==> config.mk <==
export PLATFORM = sky130hd
export DESIGN_NAME = dec_scan_ctrl
export DESIGN_NICKNAME = d
export VERILOG_FILES = /design/src/rtl/dec_scan_ctrl_pkg.sv /design/src/rtl/dec_scan_ctrl_tick_gen.sv /design/src/rtl/dec_scan_ctrl.sv
export SDC_FILE = /design/constraint.sdc
export NUM_CORES = 1
export LEC_CHECK = 0
export ABC_AREA = 1
export CAP_MARGIN = 20
export CORE_ASPECT_RATIO = 1.1
export CORE_UTILIZATION = 55
export CTS_CLUSTER_DIAMETER = 100
export DETAILED_ROUTE_END_ITERATION = 8
export GPL_ROUTABILITY_DRIVEN = 0
export PLACE_DENSITY = 0.85
export SLEW_MARGIN = 20
export SYNTH_ARGS = -nofsm -noshare
export SYNTH_HDL_FRONTEND = slang
export SYNTH_SLANG_ARGS = --single-unit
==> constraint.sdc <==
create_clock -name clk -period 3.41 [get_ports clk]
set_input_delay 0.682 -clock clk [delete_from_list [all_inputs] [get_ports clk]]
set_output_delay 0.682 -clock clk [all_outputs]
set_load 0.02 [all_outputs]
==> src/rtl/dec_scan_ctrl_pkg.sv <==
// Shared types and helpers for the dec2_4 scan sequencer.
package dec_scan_ctrl_pkg;

  // Scan FSM state encodings.
  typedef enum logic [1:0] {
    S_IDLE  = 2'd0,
    S_DWELL = 2'd1,
    S_BLANK = 2'd2
  } state_t;

  localparam int NCH = 4;

  // Bits needed for a counter that runs 0..n-1 (at least one bit).
  function automatic int cnt_width(input int n);
    return (n <= 2) ? 1 : $clog2(n);
  endfunction

  // Index of the lowest set bit of m (0 when m is empty).
  function automatic logic [1:0] first_set(input logic [3:0] m);
    logic [1:0] idx;
    idx = 2'd0;
    for (int i = NCH - 1; i >= 0; i--) begin
      if (m[i]) idx = 2'(i);
    end
    return idx;
  endfunction

  // Next enabled channel strictly above cur, wrapping 3->0. The mask is
  // rotated so that bit 0 is the channel after cur; the lowest set bit of the
  // rotated mask is then the distance to the next channel minus one. A
  // single-bit mask comes back to cur itself.
  function automatic logic [1:0] next_ch(input logic [3:0] m, input logic [1:0] cur);
    logic [3:0] rot;
    for (int j = 0; j < NCH; j++) begin
      rot[j] = m[cur + 2'd1 + 2'(j)];
    end
    return cur + 2'd1 + first_set(rot);
  endfunction

endpackage

==> src/rtl/dec_scan_ctrl_tick_gen.sv <==
// Scan-tick prescaler: one-cycle tick every DIV clocks, realigned by clr.
module tick_gen #(
  parameter int DIV = 4
) (
  input  logic clk,
  input  logic rst_n,
  input  logic clr,
  output logic tick
);
  import dec_scan_ctrl_pkg::*;

  localparam int PW = cnt_width(DIV);
  localparam logic [PW-1:0] LAST = PW'(DIV - 1);

  logic [PW-1:0] cnt;

  // Prescale counter: held at zero while cleared, wraps after DIV cycles.
  always_ff @(posedge clk or negedge rst_n) begin
    if (!rst_n) begin
      cnt <= '0;
    end else if (clr || (cnt == LAST)) begin
      cnt <= '0;
    end else begin
      cnt <= cnt + 1'b1;
    end
  end

  // The DIV-th cycle after clear carries the tick.
  assign tick = !clr && (cnt == LAST);

endmodule

==> src/rtl/dec_scan_ctrl.sv <==
// Round-robin scan sequencer driving the select code and enable of a dec2_4.
//
// Control pulses: start and stop are single-cycle pulses sampled on the
// rising clock edge. start (with mask and one_shot) is accepted only in
// IDLE with a non-zero mask; stop wins over start and over pass completion
// in the same cycle. There is no back-pressure.
module dec_scan_ctrl #(
  parameter int DIV   = 4,
  parameter int DWELL = 3,
  parameter int BLANK = 1
) (
  input  logic       clk,
  input  logic       rst_n,
  input  logic       start,
  input  logic       stop,
  input  logic       one_shot,
  input  logic [3:0] mask,
  output logic [1:0] b,
  output logic       en,
  output logic       busy,
  output logic       done
);
  import dec_scan_ctrl_pkg::*;

  localparam int TMAX = (DWELL > BLANK) ? DWELL : BLANK;
  localparam int TW   = cnt_width(TMAX);
  localparam logic [TW-1:0] DWELL_LAST = TW'(DWELL - 1);
  localparam logic [TW-1:0] BLANK_LAST = TW'((BLANK > 0) ? BLANK - 1 : 0);

  state_t        state, state_nxt;
  logic [TW-1:0] tcnt, tcnt_nxt;
  logic [3:0]    mask_q, mask_nxt;
  logic          os_q, os_nxt;
  logic [1:0]    b_nxt;
  logic          en_nxt, busy_nxt, done_nxt;
  logic          tick;
  logic [1:0]    adv_ch;
  logic          adv_wrap;
  logic          advance;

  // Prescaler runs only outside IDLE, so ticks line up with state entry.
  tick_gen #(.DIV(DIV)) u_tick (
    .clk   (clk),
    .rst_n (rst_n),
    .clr   (state == S_IDLE),
    .tick  (tick)
  );

  // State, tick counter, sampled controls and registered decoder outputs.
  always_ff @(posedge clk or negedge rst_n) begin
    if (!rst_n) begin
      state  <= S_IDLE;
      tcnt   <= '0;
      mask_q <= '0;
      os_q   <= 1'b0;
      b      <= 2'd0;
      en     <= 1'b0;
      busy   <= 1'b0;
      done   <= 1'b0;
    end else begin
      state  <= state_nxt;
      tcnt   <= tcnt_nxt;
      mask_q <= mask_nxt;
      os_q   <= os_nxt;
      b      <= b_nxt;
      en     <= en_nxt;
      busy   <= busy_nxt;
      done   <= done_nxt;
    end
  end

  // Next-state and next-output decode; advance covers the channel hand-off
  // from either the end of BLANK or, with no gap, the end of DWELL.
  always_comb begin
    state_nxt = state;
    tcnt_nxt  = tcnt;
    mask_nxt  = mask_q;
    os_nxt    = os_q;
    b_nxt     = b;
    en_nxt    = en;
    busy_nxt  = busy;
    done_nxt  = 1'b0;
    advance   = 1'b0;
    adv_ch    = next_ch(mask_q, b);
    adv_wrap  = (adv_ch <= b);

    case (state)
      S_IDLE: begin
        if (start && (mask != 4'd0)) begin
          state_nxt = S_DWELL;
          tcnt_nxt  = '0;
          mask_nxt  = mask;
          os_nxt    = one_shot;
          b_nxt     = first_set(mask);
          en_nxt    = 1'b1;
          busy_nxt  = 1'b1;
        end
      end
      S_DWELL: begin
        if (tick) begin
          if (tcnt == DWELL_LAST) begin
            tcnt_nxt = '0;
            if (BLANK == 0) begin
              advance = 1'b1;
            end else begin
              state_nxt = S_BLANK;
              en_nxt    = 1'b0;
            end
          end else begin
            tcnt_nxt = tcnt + 1'b1;
          end
        end
      end
      S_BLANK: begin
        if (tick) begin
          if (tcnt == BLANK_LAST) begin
            tcnt_nxt = '0;
            advance  = 1'b1;
          end else begin
            tcnt_nxt = tcnt + 1'b1;
          end
        end
      end
      default: begin
        state_nxt = S_IDLE;
        b_nxt     = 2'd0;
        en_nxt    = 1'b0;
        busy_nxt  = 1'b0;
      end
    endcase

    if (advance) begin
      if (os_q && adv_wrap) begin
        state_nxt = S_IDLE;
        b_nxt     = 2'd0;
        en_nxt    = 1'b0;
        busy_nxt  = 1'b0;
        done_nxt  = 1'b1;
      end else begin
        state_nxt = S_DWELL;
        b_nxt     = adv_ch;
        en_nxt    = 1'b1;
      end
    end

    if (stop) begin
      state_nxt = S_IDLE;
      tcnt_nxt  = '0;
      b_nxt     = 2'd0;
      en_nxt    = 1'b0;
      busy_nxt  = 1'b0;
      done_nxt  = 1'b0;
    end
  end

endmodule

==> impl_results.md, run 1 <==
* Clock skew at ~0.0020 ns
* Worst r2r dst: busy
* Hold Path End: u_tick.cnt[0]
* Largest net degree at the start of global routing at 17
* First-pass GRT wire length at ~4000 microns
* Fmax at roughly 350 MHz
* DR vias at roughly 1,100
* Async S/R FF share, synth at between 90% and 100%
* Initial core utilization at between 60% and 70%
* H-tree Lvls at 1
* Commonest non-fill, non-tap cell in the layout: nand2_1
* Clk sinks at 16
* Status: finished, final reports clean
* Vias in the first global route at a little under 1,000
* Post-synthesis cell area at 1280 sq um
* Worst r2r path cells at 18
* CP most frequent cell: nand2_1
* Most frequent cells in the layout: nand2_1 (58), inv_1 (18), nand3_1 (16), dfrtp_1 (16), ha_1 (15)
* Worst EP required at approximately 3.6 ns
* Syn_area_per_cell at 7.36 sq um
* Num CTS Buffers at 3
* Leakage at around 0.75 nW
* DRT iter0 DRCs at 16
* Nature of the critical path startpoint: flip-flop
* TNS Setup at 0 ns
* Ranking of synthesized cells by area: dfrtp_1 (31%), nand2_1 (17%), ha_1 (15%)
* Mean routed wirelength per cell at 11.2 microns
* Post-DR vias/cell at ~5.1
* Core area at between 2000 and 2500 sq um
* Hold buffers post-CTS at 0
* Post-DRT Antenna Nets at 0
* Postcts setup bufs at 0
* Clock Latency Late Sink at around 0.29 ns
* Post-synth top area share at approximately 31%
* Unrepaired setup endpoints after global routing: no
* Grt ovf at 0
* Slowest cell delay on critical path at 0.59 ns
* Post-synthesis cell type count at 24
* Post-synth EDFFs at 0
* Die X at approximately 48 microns
* VDD IR max at between 0.6 and 0.7 mV
* Area of the die at 2520 sq um
* Layout cell share with drive strength beyond 1 at 9.57%
* Sequential area share after synthesis at between 30% and 40%
* FP Rows at 17
* Slowest cell on crit path: dfrtp_1
* Root buf cell: clkbuf_4
* IO Pins at 14
* Clock Tree Buf Depth at 2
* Post-cts sizing count at 0
* Final Hold Fails at 0
* Worst Setup Path Type: flip-flop to flip-flop
* I/O Buffers at 13
* Post-layout util at 68.6%
* Cell count after synthesis at around 170
* Final wirelength at around 2400 microns
* Total GRT Usage at about 22%
* Tightest Pin Transition at a little over 0.7 ns
* Synth area leader: dfrtp_1
* Max_slew headroom at between 50% and 60%
* Worst hold stages at 1
* Register-to-Register Setup Slack at ~0.56 ns
* Endpoints failing setup at 0
* Die Y at between 50 and 60 microns
* Yosys Warn Count at 0
* PwrDens at ~830 nW/um^2
* Data arrival, critical path at 3.04 ns
* Synth Register Bits at 16
* Final #Nets at approximately 210
* Final Max Slew Viols at 0
* Most frequently used flop master after synthesis: dfrtp_1
* Pre-Repair DR Iteration Count at 4
* Critical R2R Launch: b[0]
* Syn nets at between 150 and 200
* Detailed placement HPWL at about 1900 microns
* CTS tree: built
* Worst Path Max Fanout at 13
* N_diodes at 0
* Reg clk slew, reported paths at 0.09 ns
* Crit share post-route at between 80 and 90%
* MaxCap Viol Count at 0
* DRC at 0
* Hold path start: u_tick.cnt[0]
* Worst-path cell chain: inv_2 > nand2_1 > nand3_1 > nand2_1 > inv_1 > a21oi_1 > ha_1 > xor2_1 > inv_1 > nand2_1 > nand2_1 > ha_1 > inv_1 > o21bai_1 > nand2_1 > nand3_2 > nand2_1 > a211oi_1
* Worst hold path type: flip-flop to flip-flop
* # fillers at between 150 and 200
* Initial antenna violation count at 0
* Crit end category: flip-flop
* Min Tclk post-route at approximately 2.8 ns
* Syn-to-layout area delta at 12.9%
-- worst max-delay path: cells and delay by family (launching register included) --
kind | cells | cell delay (ns)
adders and majority gates | 2 | 0.47
xor gates and xnor gates | 1 | 0.18
DFF | 1 | 0.59
AOI/OAI and AO/OA | 3 | 0.49
buffers and inverters | 4 | 0.32
and+or+nand+nor | 8 | 0.69
-- worst max path at each step --
stage,depth (start not counted),startpoint,to,slack (ns)
2_1_floorplan,19,b[0],busy,0.88
3_3_place_gp,18,b[0],busy,0.66
3_5_place_dp,18,b[0],busy,0.61
4_1_cts,18,b[0],busy,0.55
5_1_grt,18,b[0],busy,0.25
6_report,18,b[0],busy,0.56
-- cell usage after synthesis (2+ instances only) --
cell type,number
o21ai_0,11
inv_1,18
inv_2,4
a21oi_1,2
dfrtp_1,16
buf_6,2
nor2_1,9
nand3_2,2
ha_1,15
nand2_1,58
nand2_2,4
a22o_1,2
nand3_1,16
o211ai_2,2
o21ai_1,4
-- final cells by class --
| class | instances | area, sq um | area share [%] |
|---|---|---|---|
| multi-input combinational | 134 | 774 | 53.6 |
| tap | 28 | 35.0 | 2.42 |
| clock buffer | 3 | 22.5 | 1.56 |
| timing repair buffer | 13 | 130 | 9.00 |
| sequential | 16 | 400 | 27.7 |
| inverter | 22 | 82.6 | 5.71 |
-- stage by stage --
stage / total power (W) / worst slack (ns) / hold slack [ns] / std cells / cell area, sq um
2_1_floorplan: 0.000956 / 0.883 / 0.386 / 174 / 1280
3_3_place_gp: 0.00108 / 0.660 / 0.429 / 213 / 1420
3_5_place_dp: 0.00111 / 0.613 / 0.450 / 213 / 1420
4_1_cts: 0.00121 / 0.549 / 0.462 / 216 / 1450
5_1_grt: 0.00134 / 0.248 / 0.483 / 216 / 1450
6_report: 0.00120 / 0.565 / 0.454 / 216 / 1450
-- layer usage --
metal / up-vias / GRT usage, % / part of all wire, %
met5: - / 0 / 0
met2: 13 / 41.2 / 51
met1: 498 / 25.6 / 46
met4: 0 / 8.33 / 1.9
met3: 5 / 2.07 / 1.0
li1: 586 / - / -
-- cells by family (layout without fill, tap and decap cells) --
family	Yosys count	after routing	synth area share, %
fa+ha+maj	15	15	14.7
simple gates	94	94	33.3
compound gates	23	23	11.1
flops	16	16	31.3
buf+inv	24	38	8.21
xor+xnor	2	2	1.37
-- state kept, by name, indices dropped and copies added, names as in the netlist --
signal	flops
b	2
busy	1
done	1
en	1
mask_q	4
os_q	1
state	2
tcnt	2
u_tick.cnt	2
-- power breakdown --
part           leakage [nW]   total, W  internal (W)  switching (W)
clock network        0.0138  0.0000987     0.0000411      0.0000576
registers             0.209   0.000320      0.000255      0.0000650
logic                 0.531   0.000785      0.000315       0.000470
total                 0.754    0.00120      0.000611       0.000593
(Power assumes the default switching activity.)
==> run 2: changes to the inputs <==
Settings changed: CORE_UTILIZATION 55 to 50, PLACE_DENSITY 0.85 to 0.82.
Clock period 3.41 ns to 2.41 ns, I/O delays scaled along.
==> run 2 against run 1 <==
  * The run now ends with negative setup slack left
  * Via count grew 17%
  * Wire length grew 39%
  * Final area grew 24%
==> impl_results.md, run 2 (same netlist as run 1, synthesis figures left out) <==
* Clock skew at between 0.005 and 0.006 ns
* Crit path buf inv count at 3
* Grt ovf at 0
* Nature of the critical path startpoint: flip-flop
* Number of flip-flops in the largest register at 4
* Crit end category: flip-flop
* Area of the multi-input gates at around 900 sq um
* Failing checks: negative setup slack
* Register area at between 400 and 500 sq um
* Syn-to-layout area delta at 40.3%
* Worst Setup Path Type: flip-flop to flip-flop
* Largest net degree at the start of global routing at 17
* Register-to-Register Setup Slack at -0.26 ns
* Total GRT Usage at between 20% and 30%
* Initial core utilization at ~55%
* Layout cell share with drive strength beyond 1 at around 34%
* Status: finished with violations
* Worst hold path type: flip-flop to flip-flop
* DRC at 0
* I/O Buffers at 13
* Die X at about 50 microns
* DR vias at roughly 1,300
* Endpoints failing setup at 6
* Top delay family on crit path: simple AND/OR/NAND/NOR gates
* Clock Tree Buf Depth at 2
* Worst r2r path cells at 19
* Critical R2R Launch: b[0]
* Leakage at around 0.9 nW
* TNS Setup at -1.11 ns
* Core area at around 2300 sq um
* GR Layer Usage met2 at between 50% and 60%
* Root buf cell: clkbuf_4
* Detailed placement HPWL at between 2000 and 2500 microns
* Crit path launch: b[0]
* Slowest cell on crit path: dfrtp_2
* Initial antenna violation count at 0
* Worst Setup EP: busy
* Vias in the first global route at 1,238
* PwrDens at 1470 nW/um^2
* First-pass GRT wire length at around 5300 microns
* Num CTS Buffers at 3
* Mean routed wirelength per cell at between 10 and 15 microns
* CP Depth at 19
* N_diodes at 0
* Commonest non-fill, non-tap cell in the layout: nand2_1
* Data arrival, critical path at 2.87 ns
* Worst r2r dst: busy
* Finished Cell Area at 1800 sq um
* Crit share post-route at 111%
* Final wirelength at between 3000 and 4000 microns
* # fillers at between 150 and 200
* Pre-Repair DR Iteration Count at 4
* Final Hold Fails at 0
* Cell Area, Placed at roughly 1500 sq um
* Min Tclk post-route at around 2.7 ns
* CP most frequent cell: nand2_2
* Post-layout util at approximately three quarters
* MaxCap Viol Count at 0
* Tightest Pin Transition at between 0.7 and 0.8 ns
* Setup ws final at -0.264 ns
* H-tree Lvls at 1
* FP Rows at 18
* Worst-path cell chain: buf_6 > nand2_1 > nand2_1 > nand2_2 > nand2_2 > nand3_4 > a21oi_4 > ha_4 > xor2_2 > inv_1 > nand2_2 > nand2_2 > ha_4 > inv_1 > o21bai_1 > nand2_1 > nand3_2 > nand2_2 > a211oi_2
* Largest Register: mask_q
* Unrepaired setup endpoints after global routing: yes
* Area of the die at roughly 2800 sq um
* Met3 Usage GRT at roughly 1.1%
* Die Y at between 50 and 60 microns
* Clock Latency Late Sink at about 0.28 ns
* Dpl ws at -0.304 ns
* Clk sinks at 16
* Worst EP required at around 2.6 ns
* CTS tree: built
* Most frequent cells in the layout: nand2_1 (39), buf_4 (24), nand2_2 (21)
* Final Max Slew Viols at 0
* Max_slew headroom at just over 50%
* Worst Path Max Fanout at 6
* Post-DRT Antenna Nets at 0
* Layer with the highest usage: met2
* Post-DR vias/cell at approximately 5.3
* IO Pins at 14
* VDD IR max at 1.22 mV
* Met1 GRT Util at between 20% and 30%
* Final #Nets at between 200 and 250
* Fmax at between 300 and 400 MHz
* Reg clk slew, reported paths at approximately 0.1 ns
* DRT iter0 DRCs at 24
* Slowest cell delay on critical path at ~0.43 ns
[run 2: repair_timing]
action,in CTS,in global routing
gates resized for setup,9,23
pin swaps,4,9
hold buffers,0,0
setup endpoints to repair,6,6
setup buffers,12,2
[run 2: how the worst min path moves through the flow]
stage | startpoint | to | slack [ns] | depth (start not counted)
floorplan | rst_n | b[0] | 0.19 | 0
global placement | u_tick.cnt[0] | u_tick.cnt[0] | 0.43 | 1
detailed placement | u_tick.cnt[0] | u_tick.cnt[0] | 0.45 | 1
CTS | u_tick.cnt[0] | u_tick.cnt[0] | 0.46 | 1
global route | u_tick.cnt[0] | u_tick.cnt[0] | 0.49 | 1
finish | u_tick.cnt[0] | u_tick.cnt[0] | 0.47 | 1
[run 2: stage by stage]
stage / hold slack, ns / std cells / power, W
after floorplan: 0.186 / 174 / 0.00138
after global placement: 0.429 / 227 / 0.00169
after detailed placement: 0.448 / 227 / 0.00177
after CTS: 0.461 / 243 / 0.00228
after global routing: 0.495 / 245 / 0.00284
final: 0.470 / 245 / 0.00265
[run 2: metal layers]
| metal | wire length, microns | vias to the layer above |
|---|---|---|
| met4 | 155 | 0 |
| met2 | 1880 | 28 |
| met5 | 0 | - |
| li1 | - | 645 |
| met1 | 1270 | 604 |
| met3 | 54 | 14 |
[run 2: where the power goes]
part | switching (W) | internal, W
sequential | 0.0000832 | 0.000363
combinational | 0.00102 | 0.00101
clock | 0.0000825 | 0.0000917
total | 0.00118 | 0.00146
[run 2: area by class of cell]
class                           instances  share of cell area (%)
Inverter                               22                    4.74
Sequential cell                        16                    22.4
Multi-Input combinational cell        134                    50.2
Tap cell                               30                    2.09
Clock buffer                            4                    2.02
Timing Repair Buffer                   39                    18.5
